**src/rtl/wall_renderer_pkg.sv**
```systemverilog
// Shared constants, state encoding and the gap test for the wall renderer.
package wall_pkg;

  localparam int SCREEN_W    = 160;
  localparam int SCREEN_H    = 120;
  localparam int WALL_WIDTH  = 4;
  localparam int WALL_HEIGHT = 120;
  localparam int GAP_H       = 30;

  localparam logic [2:0] WALL_COLOUR = 3'b010;
  localparam logic [2:0] BG_COLOUR   = 3'b000;

  localparam int DX_W = (WALL_WIDTH > 1) ? $clog2(WALL_WIDTH) : 1;
  localparam int Y_W  = 7;

  localparam logic [1:0] ST_IDLE  = 2'd0;
  localparam logic [1:0] ST_ERASE = 2'd1;
  localparam logic [1:0] ST_DRAW  = 2'd2;
  localparam logic [1:0] ST_DONE  = 2'd3;

  typedef enum logic [1:0] {
    S_IDLE  = ST_IDLE,
    S_ERASE = ST_ERASE,
    S_DRAW  = ST_DRAW,
    S_DONE  = ST_DONE
  } state_t;

  // The gap end is formed at 8 bits, so a gap running off the bottom is just truncated.
  function automatic logic in_gap(input logic [Y_W-1:0] y, input logic [6:0] gap_top);
    logic [7:0] gap_end;
    gap_end = {1'b0, gap_top} + 8'(GAP_H);
    return ({1'b0, y} >= {1'b0, gap_top}) && ({1'b0, y} < gap_end);
  endfunction

endpackage

```
**src/rtl/wall_renderer_if.sv**
```systemverilog
// Request and pixel-write bundle between the wall control logic, renderer and VGA adapter.
interface wall_renderer_if;
  logic       start;
  logic [7:0] wall_x;
  logic [6:0] gap_y;
  logic       plot;
  logic [7:0] x_out;
  logic [6:0] y_out;
  logic [2:0] colour;
  logic       busy;
  logic       done;

  modport master (
    output start, wall_x, gap_y,
    input  plot, x_out, y_out, colour, busy, done
  );

  modport slave (
    input  start, wall_x, gap_y,
    output plot, x_out, y_out, colour, busy, done
  );
endinterface

```
**src/rtl/wall_renderer_pixel_scan_counter.sv**
```systemverilog
// Row-major dx/y slot counter shared by the erase and draw passes.
module pixel_scan_counter
  import wall_pkg::*;
(
  input  logic            clk,
  input  logic            reset,
  input  logic            clear,
  input  logic            enable,
  output logic [DX_W-1:0] dx_nxt,
  output logic [Y_W-1:0]  y_nxt,
  output logic            last
);

  logic [DX_W-1:0] dx;
  logic [Y_W-1:0]  y;

  // Slot that follows the one currently being presented; wraps to 0,0 after the last.
  always_comb begin
    dx_nxt = dx + 1'b1;
    y_nxt  = y;
    if (dx == DX_W'(WALL_WIDTH - 1)) begin
      dx_nxt = '0;
      y_nxt  = (y == Y_W'(WALL_HEIGHT - 1)) ? '0 : y + 1'b1;
    end
  end

  always_ff @(posedge clk or posedge reset) begin
    if (reset) begin
      dx   <= '0;
      y    <= '0;
      last <= 1'b0;
    end else if (clear) begin
      dx   <= '0;
      y    <= '0;
      last <= 1'b0;
    end else if (enable) begin
      dx   <= dx_nxt;
      y    <= y_nxt;
      last <= (dx_nxt == DX_W'(WALL_WIDTH - 1)) && (y_nxt == Y_W'(WALL_HEIGHT - 1));
    end
  end

endmodule

```
**src/rtl/wall_renderer.sv**
```systemverilog
// Turns a wall position into one registered pixel write per clock for the VGA adapter.
// Define WALL_ERASE_EN to erase the previously drawn wall before each draw.
//   state | meaning
//   IDLE  | waiting for start
//   ERASE | repaint old wall position in background colour
//   DRAW  | paint wall at latched position, gap in background colour
//   DONE  | one-cycle completion pulse
module wall_renderer
  import wall_pkg::*;
(
  input  logic           clk,
  input  logic           reset,
  wall_renderer_if.slave bus
);

  state_t          state;
  logic [7:0]      lat_x;
  logic [6:0]      lat_gap;
`ifdef WALL_ERASE_EN
  logic [7:0]      prev_x;
`endif

  logic            scan_clear;
  logic            scan_en;
  logic [DX_W-1:0] dx_nxt;
  logic [Y_W-1:0]  y_nxt;
  logic            scan_last;

  logic [7:0]      src_base;
  logic [DX_W-1:0] src_dx;
  logic [Y_W-1:0]  src_y;
  logic [6:0]      src_gap;
  logic            src_draw;
  logic [8:0]      px_x9;
  logic            px_plot;
  logic [2:0]      px_colour;

  assign scan_clear = (state == S_IDLE);
  assign scan_en    = (state == S_ERASE) || (state == S_DRAW);

  pixel_scan_counter u_scan (
    .clk    (clk),
    .reset  (reset),
    .clear  (scan_clear),
    .enable (scan_en),
    .dx_nxt (dx_nxt),
    .y_nxt  (y_nxt),
    .last   (scan_last)
  );

  // Pixel to be registered on the coming edge: slot 0 on start, else the next slot.
  always_comb begin
    src_base = lat_x;
    src_dx   = dx_nxt;
    src_y    = y_nxt;
    src_gap  = lat_gap;
    src_draw = 1'b1;
    if (state == S_IDLE) begin
      src_dx  = '0;
      src_y   = '0;
      src_gap = bus.gap_y;
`ifdef WALL_ERASE_EN
      src_base = prev_x;
      src_draw = 1'b0;
`else
      src_base = bus.wall_x;
`endif
    end
`ifdef WALL_ERASE_EN
    else if ((state == S_ERASE) && !scan_last) begin
      src_base = prev_x;
      src_draw = 1'b0;
    end
`endif
    px_x9     = {1'b0, src_base} + {{(9-DX_W){1'b0}}, src_dx};
    px_plot   = (px_x9 < 9'(SCREEN_W));
    px_colour = (src_draw && !in_gap(src_y, src_gap)) ? WALL_COLOUR : BG_COLOUR;
  end

  always_ff @(posedge clk or posedge reset) begin
    if (reset) begin
      state      <= S_IDLE;
      lat_x      <= '0;
      lat_gap    <= '0;
`ifdef WALL_ERASE_EN
      prev_x     <= 8'(SCREEN_W);
`endif
      bus.plot   <= 1'b0;
      bus.x_out  <= '0;
      bus.y_out  <= '0;
      bus.colour <= BG_COLOUR;
      bus.busy   <= 1'b0;
      bus.done   <= 1'b0;
    end else begin
      bus.done <= 1'b0;
      case (state)
        S_IDLE: begin
          bus.plot <= 1'b0;
          if (bus.start) begin
            lat_x      <= bus.wall_x;
            lat_gap    <= bus.gap_y;
            bus.busy   <= 1'b1;
            bus.plot   <= px_plot;
            bus.x_out  <= px_x9[7:0];
            bus.y_out  <= src_y;
            bus.colour <= px_colour;
`ifdef WALL_ERASE_EN
            state      <= S_ERASE;
`else
            state      <= S_DRAW;
`endif
          end
        end
`ifdef WALL_ERASE_EN
        S_ERASE: begin
          bus.plot   <= px_plot;
          bus.x_out  <= px_x9[7:0];
          bus.y_out  <= src_y;
          bus.colour <= px_colour;
          if (scan_last) state <= S_DRAW;
        end
`endif
        S_DRAW: begin
          if (scan_last) begin
            state    <= S_DONE;
            bus.plot <= 1'b0;
            bus.busy <= 1'b0;
            bus.done <= 1'b1;
`ifdef WALL_ERASE_EN
            prev_x   <= lat_x;
`endif
          end else begin
            bus.plot   <= px_plot;
            bus.x_out  <= px_x9[7:0];
            bus.y_out  <= src_y;
            bus.colour <= px_colour;
          end
        end
        S_DONE: begin
          bus.plot <= 1'b0;
          state    <= S_IDLE;
        end
        default: begin
          bus.plot <= 1'b0;
          bus.busy <= 1'b0;
          state    <= S_IDLE;
        end
      endcase
    end
  end

endmodule

```
**src/flat_wrapper.sv**
```systemverilog
// flat-port wrapper written by rule: the top's interface ports become plain ports
module wall_renderer_flat import wall_pkg::*;
  (clk, reset, bus_start, bus_wall_x, bus_gap_y, bus_plot, bus_x_out, bus_y_out, bus_colour, bus_busy, bus_done);
  wall_renderer_if bus_i ();
  input  logic clk;
  input  logic reset;
  input wire logic [$bits(bus_i.start)-1:0] bus_start;
  input wire logic [$bits(bus_i.wall_x)-1:0] bus_wall_x;
  input wire logic [$bits(bus_i.gap_y)-1:0] bus_gap_y;
  output wire logic [$bits(bus_i.plot)-1:0] bus_plot;
  output wire logic [$bits(bus_i.x_out)-1:0] bus_x_out;
  output wire logic [$bits(bus_i.y_out)-1:0] bus_y_out;
  output wire logic [$bits(bus_i.colour)-1:0] bus_colour;
  output wire logic [$bits(bus_i.busy)-1:0] bus_busy;
  output wire logic [$bits(bus_i.done)-1:0] bus_done;
  assign bus_i.start = bus_start;
  assign bus_i.wall_x = bus_wall_x;
  assign bus_i.gap_y = bus_gap_y;
  assign bus_plot = bus_i.plot;
  assign bus_x_out = bus_i.x_out;
  assign bus_y_out = bus_i.y_out;
  assign bus_colour = bus_i.colour;
  assign bus_busy = bus_i.busy;
  assign bus_done = bus_i.done;
  wall_renderer u_core (.clk(clk), .reset(reset), .bus(bus_i));
endmodule
```
**config.mk**
```make
export PLATFORM = sky130hd
export DESIGN_NAME = wall_renderer_flat
export DESIGN_NICKNAME = d
export VERILOG_FILES = /design/src/rtl/wall_renderer_pkg.sv /design/src/rtl/wall_renderer_if.sv /design/src/rtl/wall_renderer_pixel_scan_counter.sv /design/src/rtl/wall_renderer.sv /design/src/flat_wrapper.sv
export SDC_FILE = /design/constraint.sdc
export NUM_CORES = 1
export LEC_CHECK = 0
export BUFFER_PORTS_ARGS = -buffer_cell sky130_fd_sc_hd__buf_4
export CAP_MARGIN = 10
export CORE_UTILIZATION = 52
export DETAILED_ROUTE_END_ITERATION = 16
export GPL_TIMING_DRIVEN = 0
export HOLD_SLACK_MARGIN = 0.03
export PLACE_DENSITY_LB_ADDON = 0.25
export SETUP_SLACK_MARGIN = 0.02
export SLEW_MARGIN = 20
export SYNTH_ARGS = -nofsm -noshare
export SYNTH_HDL_FRONTEND = slang
export SYNTH_HIERARCHICAL = 1
export SYNTH_SLANG_ARGS = --single-unit
```
**constraint.sdc**
```tcl
create_clock -name clk -period 2.9 [get_ports clk]
set_clock_uncertainty 0.1 [all_clocks]
set_input_delay 0.145 -clock clk [delete_from_list [all_inputs] [get_ports clk]]
set_output_delay 0.145 -clock clk [all_outputs]
set_load 0.01 [all_outputs]
```
Yosys cells after proc, flatten, opt, wreduce, memory -nomap -nowiden
Index checks and enable logic that the tools add are counted.
- flip-flop bits (word level): 48
- input bits: 18
- output and inout port bits: 21
- add/sub/neg operators: 4
- magnitude comparators: 3
- eq/ne operators: 10
- mux-type cells: 34
- bitwise gates (word level): 1
- reductions and logical operators: 10
- operators with widths (operator ; count):
    $mux 7 ; 8
    $mux 8 ; 3
    $pmux 8 s2 ; 1
    $eq 7x7->1 const B ; 2
    $mux 2 ; 7
    $pmux 7 s2 ; 1
    $add 8x2->9 ; 1
    $lt 9x8->1 const B ; 1
    $add 7x5->8 const B ; 1
    $eq 2x2->1 const B ; 4
    $lt 7x8->1 ; 1
    $mux 1 ; 8
    $add 7x1->7 const B ; 1
    $ge 7x7->1 ; 1
    $mux 3 ; 2
    $ne 2x2->1 const B ; 3
    $pmux 3 s2 ; 1
    $reduce_and 3->1 ; 2
    $pmux 2 s2 ; 1
    $reduce_and 2->1 ; 2
    $reduce_bool 2->1 ; 2
    $pmux 1 s3 ; 1
    $add 2x1->2 const B ; 1
    $eq 2x1->1 const B ; 1
    other kinds (5) ; 6

Logic depth before layout (Yosys ltp)
Gate-level depths: netlist of run 1.
- depth after elaboration: 9
- gate-level depth with buffers: 13
- gate-level depth less buffers: 11

By module
Netlist of run 1, hierarchy kept.
- by module, submodules not included (module ; times used ; cells an instance ; area each (µm²) ; sequential area each (µm²)):
    wall_renderer ; 1 ; 215 ; 2270.9 ; 900.9
    pixel_scan_counter ; 1 ; 84 ; 726.9 ; 250.2

Worst setup path after synthesis of run 1
Ideal clock, no wire load.
- path type: register to register
- start point: register u_core.state[0]
- end point: register u_core.bus.colour[1]
- arrival time: 2864 ps
- data required time: 2649 ps
- path slack: -215 ps
- cell stages (with the launch flop): 14
- buffers on the path: 2
- cells stage by stage: dfrtp_1 inv_1 ha_1 buf_6 buf_4 mux2i_1 ha_1 nor4b_1 nor2_1 xor2_1 ha_1 a2111oi_0 a221o_1 a31oi_1
- longest elaborated chain between the ends: 8
- elaborated cells between the ends (all ways): 16
- classes of those cells: add/sub (1); order compare (2); eq/ne (3); mux (6); reduce/logical (4)
- ends and longest elaborated chain (what ; line ; text):
    start: declaration ; wall_renderer.sv:16 ; state_t state;
    start signal: assignment ; wall_renderer.sv:82 ; state <= S_IDLE;
    start signal: assignment ; wall_renderer.sv:110 ; state <= S_DRAW;
    start signal: assignment ; wall_renderer.sv:125 ; state <= S_DONE;
    $logic_not 2->1 * ; n/a ;
    named net u_core.scan_clear ; wall_renderer.sv:23 ; logic scan_clear;
    $mux 7 ; wall_renderer.sv:58 ; if (state == S_IDLE) begin
    $add 7x5->8 ; wall_renderer_pkg.sv:31 ; gap_end = {1'b0, gap_top} + 8'(GAP_H);
    $lt 7x8->1 ; wall_renderer_pkg.sv:32 ; return ({1'b0, y} >= {1'b0, gap_top}) && ({1'b0, y} < gap_end);
    $logic_and 1x1->1 ; wall_renderer_pkg.sv:32 ;
    $mux 2 ; wall_renderer.sv:77 ; px_colour = (src_draw && !in_gap(src_y, src_gap)) ? WALL_COLOUR : BG_COLOUR;
    $mux 3 (on tied branches) ; wall_renderer.sv:124, wall_renderer.sv:99 ;
    $pmux 3 s2 ; wall_renderer.sv:96 ; case (state)
    end signal: assignment ; wall_renderer.sv:106 ; bus.colour <= px_colour;
    end signal: assignment ; wall_renderer.sv:136 ; bus.colour <= px_colour;
    end: declaration ; wall_renderer_if.sv:20 ; output plot, x_out, y_out, colour, busy, done
The timed path passes the listed nets; every way through them passes the cells marked *. The select of a mux whose other input is x is not followed.
A chain may end at the register's enable or synchronous reset.

Worst setup path after layout of run 1
- start point: register u_core.state[1]
- end point: register u_core.bus.colour[1]
The elaborated chain is that of the path after synthesis.

==> results of run 1 <==
-- metal layers --
layer,vias to the layer above,share of wire [%]
met3,12,3.4
met4,0,1.3
li1,1201,-
met2,54,51
met5,-,0
met1,1224,45
-- worst paths after layout --
| check | from | slack, ns | depth (start not counted) | to |
|---|---|---|---|---|
| setup / recovery | u_core/state[1] | 0.12 | 12 | u_core/bus.colour[1] |
| hold / removal | bus_gap_y[4] | 0.04 | 2 | u_core/lat_gap[4] |
| setup reg to reg | u_core/state[1] | 0.12 | 12 | u_core/bus.colour[1] |
| hold reg to reg | u_core/bus.x_out[0] | 0.40 | 2 | u_core/bus.x_out[0] |
| max in group asynchronous | reset | 1.76 | 3 | u_core/lat_gap[3] |
| min in group asynchronous | reset | 0.30 | 3 | u_core/u_scan/y[3] |
-- cell families (layout without fill, tap and decap cells) --
family	count (synthesis)	count (layout)	share of synthesized area (%)
adder cells (fa/ha/maj)	23	23	9.85
buffers and inverters	32	107	5.38
AO/OA/AOI/OAI	52	52	12.6
flip-flops	46	46	38.4
multiplexers	36	36	13.2
AND/OR/NAND/NOR	95	95	16.4
XOR/XNOR	14	14	4.09
other	1	2	0.125
-- per-stage QoR --
step / power, uW / hold WS [ns] / std cells
finish: 3710 / 0.0413 / 447
global route: 4000 / 0.0485 / 447
CTS: 3530 / 0.0303 / 444
detailed placement: 2890 / 0.0696 / 408
global placement: 2810 / 0.0619 / 408
floorplan: 2370 / -0.115 / 300
-- state kept, by name, indices dropped and copies added, names as in the netlist --
signal,count
u_core/u_scan/y,7
u_core/u_scan/dx,2
u_core/bus.x_out,8
u_core/lat_gap,7
u_core/bus.colour,1
u_core/bus.plot,1
u_core/bus.y_out,7
u_core/bus.done,1
u_core/lat_x,8
u_core/u_scan/last,1
u_core/state,2
u_core/bus.busy,1
-- critical path: stages, from the launching register on --
cell and delay (ns):
sky130_fd_sc_hd__dfrtp_1 0.41, sky130_fd_sc_hd__inv_2 0.07, sky130_fd_sc_hd__ha_4 0.18, sky130_fd_sc_hd__buf_12 0.14, sky130_fd_sc_hd__mux2i_4 0.28, sky130_fd_sc_hd__buf_4 0.19, sky130_fd_sc_hd__nand3_4 0.08, sky130_fd_sc_hd__xnor2_2 0.16
sky130_fd_sc_hd__ha_1 0.38, sky130_fd_sc_hd__o211a_1 0.18, sky130_fd_sc_hd__o31ai_1 0.07, sky130_fd_sc_hd__a221o_1 0.30, sky130_fd_sc_hd__a31oi_1 0.15
-- timing repair --
action / in CTS / in global routing
pin swaps: 3 / 10
gates resized for setup: 8 / 17
buffers inserted: 14 / 4
cloned: 0 / 1
endpoints found under the hold margin: 59 / 0
hold buffers: 14 / 0
setup endpoints to repair: 6 / 4
-- report_power, final --
part,switching [uW],internal [uW]
combinational,1140,1050
clock,214,258
sequential,174,873
total,1530,2180
-- layout make-up --
cell class                 instances  area share [%]
buffer                            15            2.68
clock buffer                       7            1.95
clock inverter                     1           0.766
inverter                          16            1.53
multi-input combinational        222            46.9
sequential                        46            29.4
tap                               72            2.30
timing repair buffer              68            14.5
-- synthesized netlist by cell type, types with 4 or more instances --
library cell / count / area, um2
sky130_fd_sc_hd__a21oi_1: 8 / 40.0
sky130_fd_sc_hd__a22o_1: 6 / 52.6
sky130_fd_sc_hd__buf_2: 6 / 30.0
sky130_fd_sc_hd__clkbuf_1: 4 / 15.0
sky130_fd_sc_hd__dfrtp_1: 46 / 1150
sky130_fd_sc_hd__ha_1: 22 / 275
sky130_fd_sc_hd__inv_1: 16 / 60.1
sky130_fd_sc_hd__mux2_2: 19 / 214
sky130_fd_sc_hd__mux2i_1: 16 / 160
sky130_fd_sc_hd__nand2_1: 23 / 86.3
sky130_fd_sc_hd__nand2b_1: 6 / 37.5
sky130_fd_sc_hd__nand3_1: 7 / 35.0
sky130_fd_sc_hd__nor2_1: 25 / 93.8
sky130_fd_sc_hd__nor2b_1: 11 / 68.8
sky130_fd_sc_hd__o21ai_0: 12 / 60.1
sky130_fd_sc_hd__xnor2_1: 6 / 52.6
sky130_fd_sc_hd__xor2_1: 8 / 70.1
-- placed cells by master (no fill, tap or decap), types with 5 or more instances in the layout --
cell type,n
sky130_fd_sc_hd__nor2b_1,8
sky130_fd_sc_hd__xor2_1,8
sky130_fd_sc_hd__clkbuf_8,5
sky130_fd_sc_hd__ha_1,18
sky130_fd_sc_hd__inv_1,13
sky130_fd_sc_hd__nand2_1,23
sky130_fd_sc_hd__nand2b_1,6
sky130_fd_sc_hd__a21oi_1,8
sky130_fd_sc_hd__nand3_1,6
sky130_fd_sc_hd__o21ai_0,11
sky130_fd_sc_hd__dfrtp_1,45
sky130_fd_sc_hd__buf_2,5
sky130_fd_sc_hd__mux2_2,19
sky130_fd_sc_hd__clkbuf_1,6
sky130_fd_sc_hd__nor2_1,25
sky130_fd_sc_hd__buf_4,54
sky130_fd_sc_hd__dlygate4sd3_1,14
sky130_fd_sc_hd__a22o_1,6
sky130_fd_sc_hd__xnor2_1,5
sky130_fd_sc_hd__mux2i_1,11
==> impl_metrics.tcl, run 1 <==
set metrics [dict create \
    grt_first_pass_wirelength_mm 12.0 \
    grt_use_met3_pct 3.65 \
    finalWorstPathRequiredPeriod_ns 2.78 \
    layout_stage_area_growth_over_the_synthesis_result_pct 30.7 \
    core_region_area_um2 5540 \
    initial_utilization_pct 54.1 \
    ys_ff_latch 46 \
    timing.critical_path.fanout_max 5 \
    ioPinCount 39 \
    layout_worst_path_cycle_share_pct 95.8 \
    drt_first_pass_iters 4 \
    synth_ff_type "sky130_fd_sc_hd__dfrtp_1" \
    place_ws_ns -0.349 \
    timing_worst_slew_pin_value_ns 0.860 \
    register_area_um2 1150 \
    placement_rows 27 \
    cts-root-buf "sky130_fd_sc_hd__clkbuf_8" \
    worstSetupEndpointType "flip-flop" \
    irDropWorstVdd_uv 675 \
    timing.final.max_slew_violations 0 \
    static-leakage-power_uw 0.00184 \
    result_of_the_run "complete, no violations" \
    timing.setup.critical_path_class "reg2reg" \
    gr-max-usage-layer "met2" \
    synth_cell_types 54 \
    slew_headroom_pct 42.2 \
    clock_slew_at_reported_path_ffs_ns 0.09 \
    final_hold_viol_count 0 \
    final_layout_size_suffix_gt1_share_pct 31.5 \
    required_time_at_the_worst_slack_endpoint_ns 3.01 \
    timing.critical_path.from_type "flip-flop" \
    grt_start_max_net_pins 37 \
    cts_sinks 46 \
    async_flop_share_pct 100 \
    setup_total_negative_slack_ns 0 \
    cp.arrival_ns 2.89 \
    ctsLongestPathBuffers 2 \
    dr_total_vias 2491 \
    place_area_um2 3430 \
    number_of_global_route_vias_before_repair 2525 \
    die_h_um 77.9 \
    setup_repair_after_global_routing_missed_its_margin "yes" \
    die_area_um2 6070 \
    number_of_antenna_violations_at_the_first_check_in_global_routing 0 \
    num-nets-final 415 \
    tritoncts_clock_tree "built" \
    synth-edff-count 0 \
    finish.instance_area_um2 3920 \
    fmax_mhz 360 \
    cts.htree.levels 2 \
    ant_nets 0 \
    cap_violations 0 \
    cell_area_synth_um2 3000 \
    worst_skew_pair.late_latency_ns 0.29 \
    multi_input_comb_area_um2 1840 \
    port_buffers 36 \
    wl_per_cell_um 16.1 \
    cts-buffers-inserted 5 \
    power_per_cell_area_nw_per_um2 946 \
    finalSetupViolations 0 \
    worst_slack_ns 0.121 \
    grt_use_met2_pct 44.2 \
    synth.yosys.warnings 6 \
    vias_per_cell 5.57 \
    gpl_wtd_cong 0.835 \
    antenna_diodes 0 \
    dp.final_hpwl_mm 4.84 \
    synthCells 299 \
    wl_mm 7.20 \
    grt_use_total_pct 25.5 \
    chipWidth_um 77.9 \
    syn-mean-instance-area_um2 10.0 \
    drt_iter0_drc 153 \
    grt_overflow 0 \
    final_core_util_pct 70.7 \
    worstHoldPathType "in2reg" \
    n_fill_cell 397 \
    part_of_the_yosys_area_used_for_sequential_elements_pct 38.4 \
    grt.met1_usage_pct 33.4 \
    drc 0 \
]
(Power assumes the default switching activity.)
==> run 2: changes to the inputs <==
--- a/config.mk
+++ b/config.mk
@@ -7,7 +7,7 @@
 export LEC_CHECK = 0
 export BUFFER_PORTS_ARGS = -buffer_cell sky130_fd_sc_hd__buf_4
 export CAP_MARGIN = 10
-export CORE_UTILIZATION = 52
+export CORE_UTILIZATION = 60
 export DETAILED_ROUTE_END_ITERATION = 16
 export GPL_TIMING_DRIVEN = 0
 export HOLD_SLACK_MARGIN = 0.03
==> constraint.sdc (replaced) <==
create_clock -name clk -period 3.5 [get_ports clk]
set_clock_uncertainty 0.1 [all_clocks]
set_input_delay 0.175 -clock clk [delete_from_list [all_inputs] [get_ports clk]]
set_output_delay 0.175 -clock clk [all_outputs]
set_load 0.01 [all_outputs]
==> run 2 against run 1 <==
Net effect: first-iteration DRC count increased by 15%; via count decreased by 1.8%; largest power group unchanged; sequential cell count unchanged; highest routed layer unchanged; critical path depth increased by 1; cell count decreased by 5.1%; hold slack improved by 0.0043 ns; count of clock-buffer cells in the layout unchanged.
==> impl_metrics.tcl, run 2 (synthesized netlist as in run 1, its figures left out) <==
set metrics [dict create \
    wl_mm 6.86 \
    power.share.switching_pct 41.8 \
    placement_rows 25 \
    grt_overflow 0 \
    gpl_wtd_cong 0.811 \
    worstSetupEndpointType "flip-flop" \
    comb_power_share_pct 55.2 \
    grt_start_max_net_pins 37 \
    initial_utilization_pct 63.1 \
    timing_worst_slew_pin_value_ns 0.850 \
    timing.critical_path.from_type "flip-flop" \
    slew_headroom_pct 42.9 \
    static-leakage-power_uw 0.00173 \
    dp.final_hpwl_mm 4.78 \
    required_time_at_the_worst_slack_endpoint_ns 3.54 \
    cts_sinks 46 \
    ant_nets 0 \
    critical-path-top-cell-by-count "sky130_fd_sc_hd__ha_1" \
    cts-root-buf "sky130_fd_sc_hd__clkbuf_8" \
    total_buffers_and_inverters_traversed_by_the_critical_path 3 \
    slowest_delay_ns 0.43 \
    num-nets-final 397 \
    tritoncts_clock_tree "built" \
    final_layout_size_suffix_gt1_share_pct 23.5 \
    number_of_antenna_violations_at_the_first_check_in_global_routing 0 \
    vias_per_cell 5.77 \
    ctsLongestPathBuffers 2 \
    place_ws_ns -0.129 \
    dp.cells 403 \
    layoutNonFillerInstCount 424 \
    crit_slowest_cell "sky130_fd_sc_hd__dfrtp_1" \
    power_frac_seq_pct 30.9 \
    n_fill_cell 340 \
    clockPowerShare_pct 13.9 \
    die_area_um2 5280 \
    antenna_diodes 0 \
    irDropWorstVdd_uv 585 \
    internal_power_uw 1640 \
    finalSetupViolations 0 \
    die_h_um 72.7 \
    grt_use_total_pct 27.1 \
    timing.critical_path.fanout_max 10 \
    cts-buffers-inserted 5 \
    layout_worst_path_cycle_share_pct 96.3 \
    number_of_global_route_vias_before_repair 2310 \
    result_of_the_run "complete, no violations" \
    clock_slew_at_reported_path_ffs_ns 0.08 \
    reg2reg_slack_ns 0.13 \
    timing.final.max_slew_violations 0 \
    worst_slack_ns 0.128 \
    most_frequent_cells_in_the_layout "46 x sky130_fd_sc_hd__dfrtp_1, 39 x sky130_fd_sc_hd__buf_4, 25 x sky130_fd_sc_hd__nor2_1" \
    final_hold_viol_count 0 \
    ioPinCount 39 \
    worstPathCellList "inv_1, ha_1, buf_6, buf_6, mux2i_4, ha_1, nor4b_4, nor2_1, xor2_1, ha_1, a2111oi_0, a221o_1, a31oi_1" \
    net-switching-power_uw 1180 \
    final_common_cell "sky130_fd_sc_hd__dfrtp_1" \
    wl_per_cell_um 16.2 \
    cpLargestDelayFamily "adder cells" \
    fmax_mhz 297 \
    drc 0 \
    dr_total_vias 2446 \
    cts.htree.levels 2 \
    worst_skew_pair.late_latency_ns 0.30 \
    grt_first_pass_wirelength_mm 10.9 \
    layout_stage_area_growth_over_the_synthesis_result_pct 21.7 \
    port_buffers 36 \
    cp.arrival_ns 3.41 \
    finalWorstPathRequiredPeriod_ns 3.37 \
    drt_iter0_drc 176 \
    power_per_cell_area_nw_per_um2 773 \
    worstHoldPathType "in2reg" \
    chipWidth_um 72.7 \
    core_region_area_um2 4750 \
    timing.setup.critical_path_class "reg2reg" \
    largest_registers "u_core/bus.x_out: 8 flops, u_core/lat_x: 8 flops" \
    cap_violations 0 \
    drt_first_pass_iters 4 \
]
run 2: changes by cell type in the layout (fill, tap and decap cells not counted), moves of 3 or more:
cell | previous run | this run
sky130_fd_sc_hd__buf_4 | 54 | 39
sky130_fd_sc_hd__ha_1 | 18 | 22
sky130_fd_sc_hd__mux2i_1 | 11 | 14
sky130_fd_sc_hd__mux2i_2 | 3 | 0
sky130_fd_sc_hd__nor2b_1 | 8 | 11
sky130_fd_sc_hd__nor2b_2 | 3 | 0
run 2: area by class of cell:
cell class / instances / area, um2 / area share (%)
Multi-Input combinational cell: 222 / 1740 / 47.8
Sequential cell: 46 / 1150 / 31.5
Timing Repair Buffer: 49 / 398 / 10.9
Buffer: 16 / 105 / 2.88
Tap cell: 67 / 83.8 / 2.30
Clock buffer: 7 / 76.3 / 2.09
Inverter: 16 / 60.1 / 1.65
Clock inverter: 1 / 30.0 / 0.823
run 2: stage by stage:
step	util, %	total power, uW	hold slack [ns]	cell area [um2]	TNS, ns
2_1_floorplan	-	1900	-0.0848	3000	0
3_3_place_gp	70.6	2250	0.0909	3360	-0.0161
3_5_place_dp	70.6	2320	0.0991	3360	-0.129
4_1_cts	75.6	2750	0.0321	3600	0
5_1_grt	76.7	3030	0.0325	3650	-0.0189
6_report	76.7	2820	0.0456	3650	0
run 2: path summary, 6_finish.rpt:
kind	from	endpoint	cells after the start
hold reg to reg	u_core/bus.x_out[1]	u_core/bus.x_out[1]	2
hold / removal	bus_wall_x[5]	u_core/lat_x[5]	2
setup / recovery	u_core/state[1]	u_core/bus.colour[1]	13
max in group asynchronous	reset	u_core/bus.y_out[2]	3
min in group asynchronous	reset	u_core/u_scan/y[0]	3
setup reg to reg	u_core/state[1]	u_core/bus.colour[1]	13
run 2: repair_timing:
| item | 4_1_cts | 5_1_grt |
|---|---|---|
| hold buffers | 12 | 0 |
| resized for setup | 3 | 6 |
| endpoints found under the setup margin | 1 | 1 |
| hold endpoints to repair | 57 | 0 |
| buffers inserted | 0 | 1 |
run 2: worst reg2reg max path, cell delays in order, from the launching register on:
cell,delay [ns]
sky130_fd_sc_hd__dfrtp_1,0.43
sky130_fd_sc_hd__inv_1,0.09
sky130_fd_sc_hd__ha_1,0.20
sky130_fd_sc_hd__buf_6,0.19
sky130_fd_sc_hd__buf_6,0.19
sky130_fd_sc_hd__mux2i_4,0.30
sky130_fd_sc_hd__ha_1,0.26
sky130_fd_sc_hd__nor4b_4,0.28
sky130_fd_sc_hd__nor2_1,0.14
sky130_fd_sc_hd__xor2_1,0.18
sky130_fd_sc_hd__ha_1,0.21
sky130_fd_sc_hd__a2111oi_0,0.37
sky130_fd_sc_hd__a221o_1,0.21
sky130_fd_sc_hd__a31oi_1,0.07
run 2: power by group through the flow:
stage	clock network, uW	logic, uW	registers, uW
floorplan	0	1030	867
global placement	0	1400	849
detailed placement	0	1460	864
CTS	399	1490	860
global route	429	1710	889
finish	392	1560	873
run 2: routing by layer:
layer,share of wire [%],vias up,track usage [%]
met1,44,1179,35.6
met2,49,82,45.9
li1,-,1175,-
met5,0,-,0
met3,5.1,10,5.39
met4,1.4,0,6.97
